[src/rtl/dino_jump_fsm_if.sv]
// Purpose: bundles the jump engine's control inputs and trajectory outputs for one lane.
// Latency: none; this file only carries signals.
// Backpressure: none; all signals are plain levels or single-cycle pulses.
interface dino_jump_fsm_if #(
  parameter int Y_W = 9
);
  logic           tick_src;
  logic           jump_req;
  logic           freeze;
  logic [Y_W-1:0] dino_y;
  logic           airborne;
  logic [5:0]     jump_cnt;
  logic           apex;
  logic           landed;

  // Driver side: keypad/PS2 decode, divider and crash logic.
  modport master (
    output tick_src, jump_req, freeze,
    input  dino_y, airborne, jump_cnt, apex, landed
  );

  // Jump engine side.
  modport slave (
    input  tick_src, jump_req, freeze,
    output dino_y, airborne, jump_cnt, apex, landed
  );
endinterface

[src/rtl/dino_jump_fsm.sv]
// Purpose: per-lane dino jump engine; turns a jump_req pulse into a 64-tick Y trajectory.
// Latency: a tick rising edge is acted on when detected; dino_y/jump_cnt/pulses update one clk later.
// Backpressure: none; freeze holds all state. Optional landing jump buffer: DINO_JUMP_BUFFER_EN.
module dino_jump_fsm #(
  parameter int GROUND_Y  = 146,
  parameter int Y_W       = 9,
  parameter int BUF_TICKS = 8
) (
  input  logic             clk,
  input  logic             rst,
  dino_jump_fsm_if.slave   jmp
);

  // Reject parameterizations that could underflow Y or overrun the descent window.
  if (GROUND_Y < 124 || GROUND_Y >= (1 << Y_W) || BUF_TICKS < 1 || BUF_TICKS > 32) begin : g_param_check
    $error("dino_jump_fsm: illegal GROUND_Y/Y_W/BUF_TICKS combination");
  end

  typedef enum logic [1:0] {
    ST_GROUND  = 2'd0,
    ST_ASCEND  = 2'd1,
    ST_DESCEND = 2'd2
  } state_e;

  localparam logic [Y_W-1:0] GROUND = Y_W'(GROUND_Y);

  state_e         state_q, state_d;
  logic           tick_q;
  logic [Y_W-1:0] y_q, y_d;
  logic [5:0]     cnt_q, cnt_d;
  logic           apex_q, apex_d;
  logic           landed_q, landed_d;
  logic           tick;
  logic           start_req;
  logic [2:0]     step;
  logic [Y_W-1:0] step_y;

`ifdef DINO_JUMP_BUFFER_EN
  localparam logic [5:0] BUF_START = 6'(64 - BUF_TICKS);
  logic pend_q, pend_d;
`endif

  assign tick = jmp.tick_src & ~tick_q;

  // A buffered request launches the next jump one cycle after landing.
`ifdef DINO_JUMP_BUFFER_EN
  assign start_req = jmp.jump_req | pend_q;
`else
  assign start_req = jmp.jump_req;
`endif

  // Step size: fast near the ground, slow near the apex; symmetric 124 up / 124 down.
  always_comb begin
    step = 3'd2;
    if (cnt_q < 6'd10 || cnt_q >= 6'd54) begin
      step = 3'd6;
    end else if (cnt_q < 6'd20 || cnt_q >= 6'd44) begin
      step = 3'd4;
    end
    step_y = Y_W'(step);
  end

  // Next-state, trajectory and pulse generation; freeze leaves everything at its held value.
  always_comb begin
    state_d  = state_q;
    y_d      = y_q;
    cnt_d    = cnt_q;
    apex_d   = 1'b0;
    landed_d = 1'b0;
`ifdef DINO_JUMP_BUFFER_EN
    pend_d   = pend_q;
`endif
    if (!jmp.freeze) begin
      unique case (state_q)
        ST_GROUND: begin
          y_d   = GROUND;
          cnt_d = 6'd0;
          // A tick coinciding with the request is dropped: first move is on the next tick.
          if (start_req) begin
            state_d = ST_ASCEND;
`ifdef DINO_JUMP_BUFFER_EN
            pend_d  = 1'b0;
`endif
          end
        end
        ST_ASCEND: begin
          if (tick) begin
            y_d   = y_q - step_y;
            cnt_d = cnt_q + 6'd1;
            if (cnt_q == 6'd31) begin
              state_d = ST_DESCEND;
              apex_d  = 1'b1;
            end
          end
        end
        ST_DESCEND: begin
`ifdef DINO_JUMP_BUFFER_EN
          if (jmp.jump_req && cnt_q >= BUF_START) begin
            pend_d = 1'b1;
          end
`endif
          if (tick) begin
            if (cnt_q == 6'd63) begin
              state_d  = ST_GROUND;
              y_d      = GROUND;
              cnt_d    = 6'd0;
              landed_d = 1'b1;
            end else begin
              y_d   = y_q + step_y;
              cnt_d = cnt_q + 6'd1;
            end
          end
        end
        default: begin
          state_d = ST_GROUND;
          y_d     = GROUND;
          cnt_d   = 6'd0;
        end
      endcase
    end
  end

  // State register; tick history keeps tracking tick_src even while frozen so held edges are lost.
  always_ff @(posedge clk) begin
    if (rst) begin
      state_q  <= ST_GROUND;
      tick_q   <= 1'b0;
      y_q      <= GROUND;
      cnt_q    <= 6'd0;
      apex_q   <= 1'b0;
      landed_q <= 1'b0;
`ifdef DINO_JUMP_BUFFER_EN
      pend_q   <= 1'b0;
`endif
    end else begin
      state_q  <= state_d;
      tick_q   <= jmp.tick_src;
      y_q      <= y_d;
      cnt_q    <= cnt_d;
      apex_q   <= apex_d;
      landed_q <= landed_d;
`ifdef DINO_JUMP_BUFFER_EN
      pend_q   <= pend_d;
`endif
    end
  end

  assign jmp.dino_y   = y_q;
  assign jmp.airborne = (state_q != ST_GROUND);
  assign jmp.jump_cnt = cnt_q;
  // Pulses are suppressed for as long as the crash hold is asserted.
  assign jmp.apex     = apex_q & ~jmp.freeze;
  assign jmp.landed   = landed_q & ~jmp.freeze;

endmodule
[src/flat_wrapper.sv]
// flat-port wrapper written by rule: the top's interface ports become plain ports
module dino_jump_fsm_flat 
#(
  parameter int GROUND_Y  = 146,
  parameter int Y_W       = 9,
  parameter int BUF_TICKS = 8
)
  (clk, rst, jmp_tick_src, jmp_jump_req, jmp_freeze, jmp_dino_y, jmp_airborne, jmp_jump_cnt, jmp_apex, jmp_landed);
  dino_jump_fsm_if #(.Y_W(Y_W)) jmp_i ();
  input  logic clk;
  input  logic rst;
  input wire logic [$bits(jmp_i.tick_src)-1:0] jmp_tick_src;
  input wire logic [$bits(jmp_i.jump_req)-1:0] jmp_jump_req;
  input wire logic [$bits(jmp_i.freeze)-1:0] jmp_freeze;
  output wire logic [$bits(jmp_i.dino_y)-1:0] jmp_dino_y;
  output wire logic [$bits(jmp_i.airborne)-1:0] jmp_airborne;
  output wire logic [$bits(jmp_i.jump_cnt)-1:0] jmp_jump_cnt;
  output wire logic [$bits(jmp_i.apex)-1:0] jmp_apex;
  output wire logic [$bits(jmp_i.landed)-1:0] jmp_landed;
  assign jmp_i.tick_src = jmp_tick_src;
  assign jmp_i.jump_req = jmp_jump_req;
  assign jmp_i.freeze = jmp_freeze;
  assign jmp_dino_y = jmp_i.dino_y;
  assign jmp_airborne = jmp_i.airborne;
  assign jmp_jump_cnt = jmp_i.jump_cnt;
  assign jmp_apex = jmp_i.apex;
  assign jmp_landed = jmp_i.landed;
  dino_jump_fsm #(.GROUND_Y(GROUND_Y), .Y_W(Y_W), .BUF_TICKS(BUF_TICKS)) u_core (.clk(clk), .rst(rst), .jmp(jmp_i));
endmodule
[config.mk]
export PLATFORM = sky130hd
export DESIGN_NAME = dino_jump_fsm_flat
export DESIGN_NICKNAME = d
export VERILOG_FILES = /design/src/rtl/dino_jump_fsm_if.sv /design/src/rtl/dino_jump_fsm.sv /design/src/flat_wrapper.sv
export SDC_FILE = /design/constraint.sdc
export NUM_CORES = 1
export LEC_CHECK = 0
export CAP_MARGIN = 20
export CORE_ASPECT_RATIO = 1.2
export CORE_MARGIN = 3
export CORE_UTILIZATION = 45
export DETAILED_ROUTE_END_ITERATION = 8
export PLACE_DENSITY = 0.69
export REMOVE_ABC_BUFFERS = 1
export SYNTH_ARGS = -nofsm -noshare
export SYNTH_HDL_FRONTEND = slang
export SYNTH_SLANG_ARGS = --single-unit
export TNS_END_PERCENT = 30
[constraint.sdc]
create_clock -name clk -period 3.7 [get_ports clk]
set_input_delay 0.37 -clock clk [delete_from_list [all_inputs] [get_ports clk]]
set_output_delay 0.37 -clock clk [all_outputs]
set_load 0.02 [all_outputs]
After elaboration in Yosys (flattened, before gate mapping)
Cells that the tools add are included.

Register bits after elaboration: 20. Word-level logic and storage cells: 56. Input port bits: 5. Output and inout bits: 18.

Eq/ne operators: 9. $add $sub $neg: 3. Reduce and logical (&&, ||, !) cells: 8. Magnitude comparators: 4. Bitwise gates (word level): 8. Mux-type cells: 18.

Operator list (number): $mux 9 (3); $mux 6 (3); $pmux 9 s2 (1); $ge 6x6->1 const B (2); $pmux 6 s2 (1); $mux 2 (5); $add 9x3->9 (1); $sub 9x3->9 (1); $ne 2x1->1 const B (4); $reduce_or 4->1 (2); $add 6x1->6 const B (1); $eq 6x5->1 const B (1); $eq 6x6->1 const B (1); $lt 6x4->1 const B (1); $lt 6x5->1 const B (1); $mux 3 (2); $pmux 2 s3 (1); $reduce_and 6->1 (1); $not 1->1 (5); $and 1x1->1 (3); $reduce_and 3->1 (1); $eq 2x1->1 const B (1); $eq 2x2->1 const B (1); $logic_not 2->1 (1); other kinds (4) (6).

Logic depth before layout (Yosys ltp)
Depth after elaboration: 8. Mapped depth: 13. Depth with buffers taken out: 12.

Worst setup path after synthesis
No wires, ideal clock.

Kind: reg-to-reg. Start point: register u_core.cnt_q[5], in the netlist u_core.jmp.jump_cnt[5]. End point: register u_core.y_q[7], in the netlist u_core.jmp.dino_y[7]. Arrival time: 2633 ps. Clock period less this slack: 2764 ps. Cell stages (with the launch flop): 14. Path buffers: 1. Data required time: 3570 ps. Setup time: 130 ps. Slack: 936 ps. Cells stage by stage: dfxtp_1 > clkbuf_1 > nor2b_1 > o21ai_0 > nor2_1 > a21oi_1 > ha_1 > inv_1 > fa_1 > nor3_1 > nor3b_1 > xor2_1 > a211oi_1 > o21ai_0.

Word-level cells in the longest chain between the ends: 8. Elaborated cells between the ends (all ways): 15. Those cells by class: add/sub: 2; order compare: 4; eq/ne: 1; mux: 6; reduce/logical: 2.

RTL lines: from (decl) (line dino_jump_fsm.sv:30) `logic [5:0] cnt_q, cnt_d;`; from (signal assigned) (line dino_jump_fsm.sv:139) `cnt_q <= cnt_d;`; $lt 6x5->1 or $ge 6x6->1 (tied branches) (line dino_jump_fsm.sv:57) `end else if (cnt_q < 6'd20 || cnt_q >= 6'd44) begin`; $logic_or 1x1->1 (line dino_jump_fsm.sv:57); $mux 3 (line dino_jump_fsm.sv:57); $mux 3 (line dino_jump_fsm.sv:55) `if (cnt_q < 6'd10 || cnt_q >= 6'd54) begin`; $add 9x3->9 (line dino_jump_fsm.sv:109) `y_d = y_q + step_y;`; $mux 9 (line dino_jump_fsm.sv:103) `if (cnt_q == 6'd63) begin`; $mux 9 (line dino_jump_fsm.sv:102) `if (tick) begin`; $pmux 9 s2 * (line dino_jump_fsm.sv:74) `unique case (state_q)`; to (signal assigned) (line dino_jump_fsm.sv:138) `y_q <= y_d;`; to (decl) (line dino_jump_fsm.sv:29) `logic [Y_W-1:0] y_q, y_d;`.

Every way passes the cells marked *; elsewhere a longest branch is shown, timed or not. The select of a mux whose other input is x is not followed. A chain may end at the register's enable or synchronous reset.

Worst setup path after layout
Ends and elaborated chain as after synthesis.

==> impl_results.md <==
- Outcome: finished clean
- CTS root buffer: clkbuf_4
- Worst Tran Pin Value: 0.607 ns
- Hold Crit Class: flip-flop to flip-flop
- GRT busiest layer: met2
- Ports: 23
- Vias in the first global route: 1316
- CTS tree: done
- Total clock buffers created by CTS: 3
- Share of cells above drive strength 1: 0.0363
- Final Hold Vio Count: 0
- Crit start category: flip-flop
- Worst skew pair latency: 0.30 ns
- Number of different library cells in the post-synthesis netlist: 43
- Initial antenna violation count: 0
- Multi-input gate area: 905 µm²
- Mapped Avg Cell Area: 7.65 µm²
- CTS H-Tree Depth: 1
- Core area: 0.00286 mm²
- DR WL/cell: 15.5 µm
- Final ANT Viol Nets: 0
- Tot GR Track Use: 0.194
- Worst setup path class: flip-flop to flip-flop
- Layout Skew: 0.00445 ns
- Diode count: 0
- Initial Utilization: 0.481
- Clock sinks: 19
- Final period util: 0.766
- Max-cap viol count: 0
- Ys Warns: 0
- Hold Crit Start: u_core.jmp.jump_cnt[0]$_SDFFE_PP0P_
- Final HPWL DP: 2530 µm
- CP Launch Point: u_core.jmp.jump_cnt[5]$_SDFFE_PP0P_
- # resized after CTS: 0
- Most used flip-flop cell after synthesis: dfxtp_1
- Largest net degree at the start of global routing: 17
- Worst r2r src: u_core.jmp.jump_cnt[5]$_SDFFE_PP0P_
- Hold Buf Count CTS: 0
- Via density: 5.99
- CP max FO: 12
- Leak pwr: 0.591 nW
- Gpl congestion: 0.881
- Site Rows: 21
- Met2 Use GR: 0.342
- Pre-CTS setup slack: 0.866 ns
- Register Area: 380 µm²
- Post-synth EDFFs: 0
- Crit. End Element: flip-flop
- Die area: 0.00376 mm²
- First-pass GRT wire length: 5800 µm
- Final setup fails: 0
- Required @ worst endpoint: 3.88 ns
- Max VDD drop: 0.000169 V
- Relative slew slack: 0.594
- Post-synthesis sequential area ratio: 0.276
- Worst endpoint data arrival time: 3.02 ns
- Max Slew Vio Count: 0
- Post-route worst setup slack: 0.864 ns
- Routed Wire Length: 3520 µm
- Gate count of the mapped netlist: 180
- Synth async-reset ratio: 0
- Fin nets: 210
- DIE HEIGHT: 66.6 µm
- Maximum clock rate: 353 MHz
- Port Buffers: 21
- RSZ-0062 raised after global routing: false
- DRC Markers: 0
- Area grow syn2layout: 16.5%
- Worst-case clock buffer depth: 2
- Setup_tns: 0 ns
- Drt pass-1 iters: 4
- Buffer count from post-CTS setup fixing: 0
- Post-route minimum period: 2.84 ns
- Cell Pwr Density: 295 mW/mm²
- GR Overflow Total: 0
- Register clock-pin slew on the reported worst setup and hold paths: 0.12 ns
- Drt initial violations: 57
- DR vias: 1359
- Register bit total from synthesis: 19
- Grt met1 use: 0.230
- Die width: 56.5 µm
- Mapped cell area: 0.00138 mm²
- GRT met3 Usage: 0.0194
- Filler instances: 279
==> cell usage in the layout (no fill, tap or decap), types with 3 or more instances in the layout <==
master	n
nor2_1	14
nand3_1	10
xnor2_1	3
o211ai_1	3
a21oi_1	9
nand4_1	4
inv_1	11
nor4_1	3
dfxtp_1	19
nand2b_1	3
nand2_1	15
ha_1	9
clkdlybuf4s50_1	21
o21ai_0	15
a31oi_1	4
nor3_1	3
or4_1	4
nor2b_1	6
a21o_1	3
clkbuf_4	3
a32o_1	3
==> cells by family after synthesis <==
family,Yosys count,synth area share
adders and majority gates,11,0.111
other,1,0.00272
xor gates and xnor gates,5,0.0318
DFF,19,0.276
and+or+nand+nor,72,0.274
buffers and inverters,23,0.0672
muxes,2,0.0145
AOI/OAI and AO/OA,47,0.223
==> through the flow <==
| step | cells | util | hold WS [ns] | power [mW] | cell area [µm²] |
|---|---|---|---|---|---|
| 2_1_floorplan | 168 | - | 0.439 | 0.317 | 1330 |
| 3_3_place_gp | 223 | 0.551 | 0.498 | 0.361 | 1580 |
| 3_5_place_dp | 223 | 0.551 | 0.506 | 0.365 | 1580 |
| 4_1_cts | 227 | 0.561 | 0.527 | 0.475 | 1610 |
| 5_1_grt | 227 | 0.561 | 0.550 | 0.500 | 1610 |
| 6_report | 227 | 0.561 | 0.526 | 0.473 | 1610 |
==> synth_stat cells (2+ instances only) <==
cell        n  area, µm²
xnor2_1     3       26.3
inv_1      11       41.3
o31ai_1     2       15.0
mux2i_1     2       20.0
a31oi_1     4       25.0
nand3_1    10       50.1
xor2_1      2       17.5
or4_1       4       30.0
o211ai_1    3       22.5
nor2_1     14       52.6
a32o_1      3       30.0
nor4_1      3       18.8
buf_2       2       10.0
fa_1        2       40.0
o21ai_0    15       75.1
a21o_1      3       22.5
nor2b_1     6       37.5
nand2b_1    3       18.8
nor3b_1     2       15.0
nand4_1     4       25.0
ha_1        9        113
o2111ai_1   2       17.5
dfxtp_1    19        380
nor3_1      3       15.0
clkbuf_1    9       33.8
nand2_1    15       56.3
a21oi_1     9       45.0
==> worst paths after layout <==
path / to / slack (ns) / depth (start not counted)
hold reg to reg: u_core.jmp.jump_cnt[0]$_SDFFE_PP0P_ / 0.53 / 2
setup reg to reg: u_core.jmp.dino_y[7]$_SDFFE_PP1P_ / 0.86 / 12
setup / recovery: u_core.jmp.dino_y[7]$_SDFFE_PP1P_ / 0.86 / 12
hold / removal: u_core.jmp.jump_cnt[0]$_SDFFE_PP0P_ / 0.53 / 2
==> sequential cells by signal, summed over array words and instances (netlist names) <==
| signal | count |
|---|---|
| u_core.tick_q | 1 |
| u_core.jmp.jump_cnt | 6 |
| u_core.apex_q | 1 |
| u_core.jmp.dino_y | 8 |
| u_core.landed_q | 1 |
| u_core.state_q | 2 |
==> metal layers <==
| metal | routed length (µm) | up-vias |
|---|---|---|
| met1 | 1570 | 659 |
| met5 | 0 | - |
| met4 | 89 | 0 |
| met2 | 1760 | 30 |
| met3 | 102 | 8 |
| li1 | - | 662 |
==> area by class of cell <==
type | count | share of cell area
inverter | 11 | 0.0257
sequential | 19 | 0.237
timing repair buffer | 21 | 0.131
tap | 34 | 0.0265
clock buffer | 4 | 0.0164
multi-input combinational | 138 | 0.564
==> worst max-delay path, cell delays in order (launching register included) <==
cell and delay [ns]:
dfxtp_1 0.56, nor2b_1 0.08, o21ai_0 0.15, nor2_1 0.05, a21oi_1 0.19, ha_1 0.24
inv_1 0.07, fa_1 0.42, nor3_1 0.24, nor3b_1 0.29, xor2_1 0.10, a211oi_1 0.23
o21ai_0 0.09
==> power breakdown <==
group,switching (mW),internal (mW)
clock network,0.0702,0.0420
registers,0.0114,0.212
logic,0.0826,0.0548
total,0.164,0.309
Power figures use the tool's default switching activity.
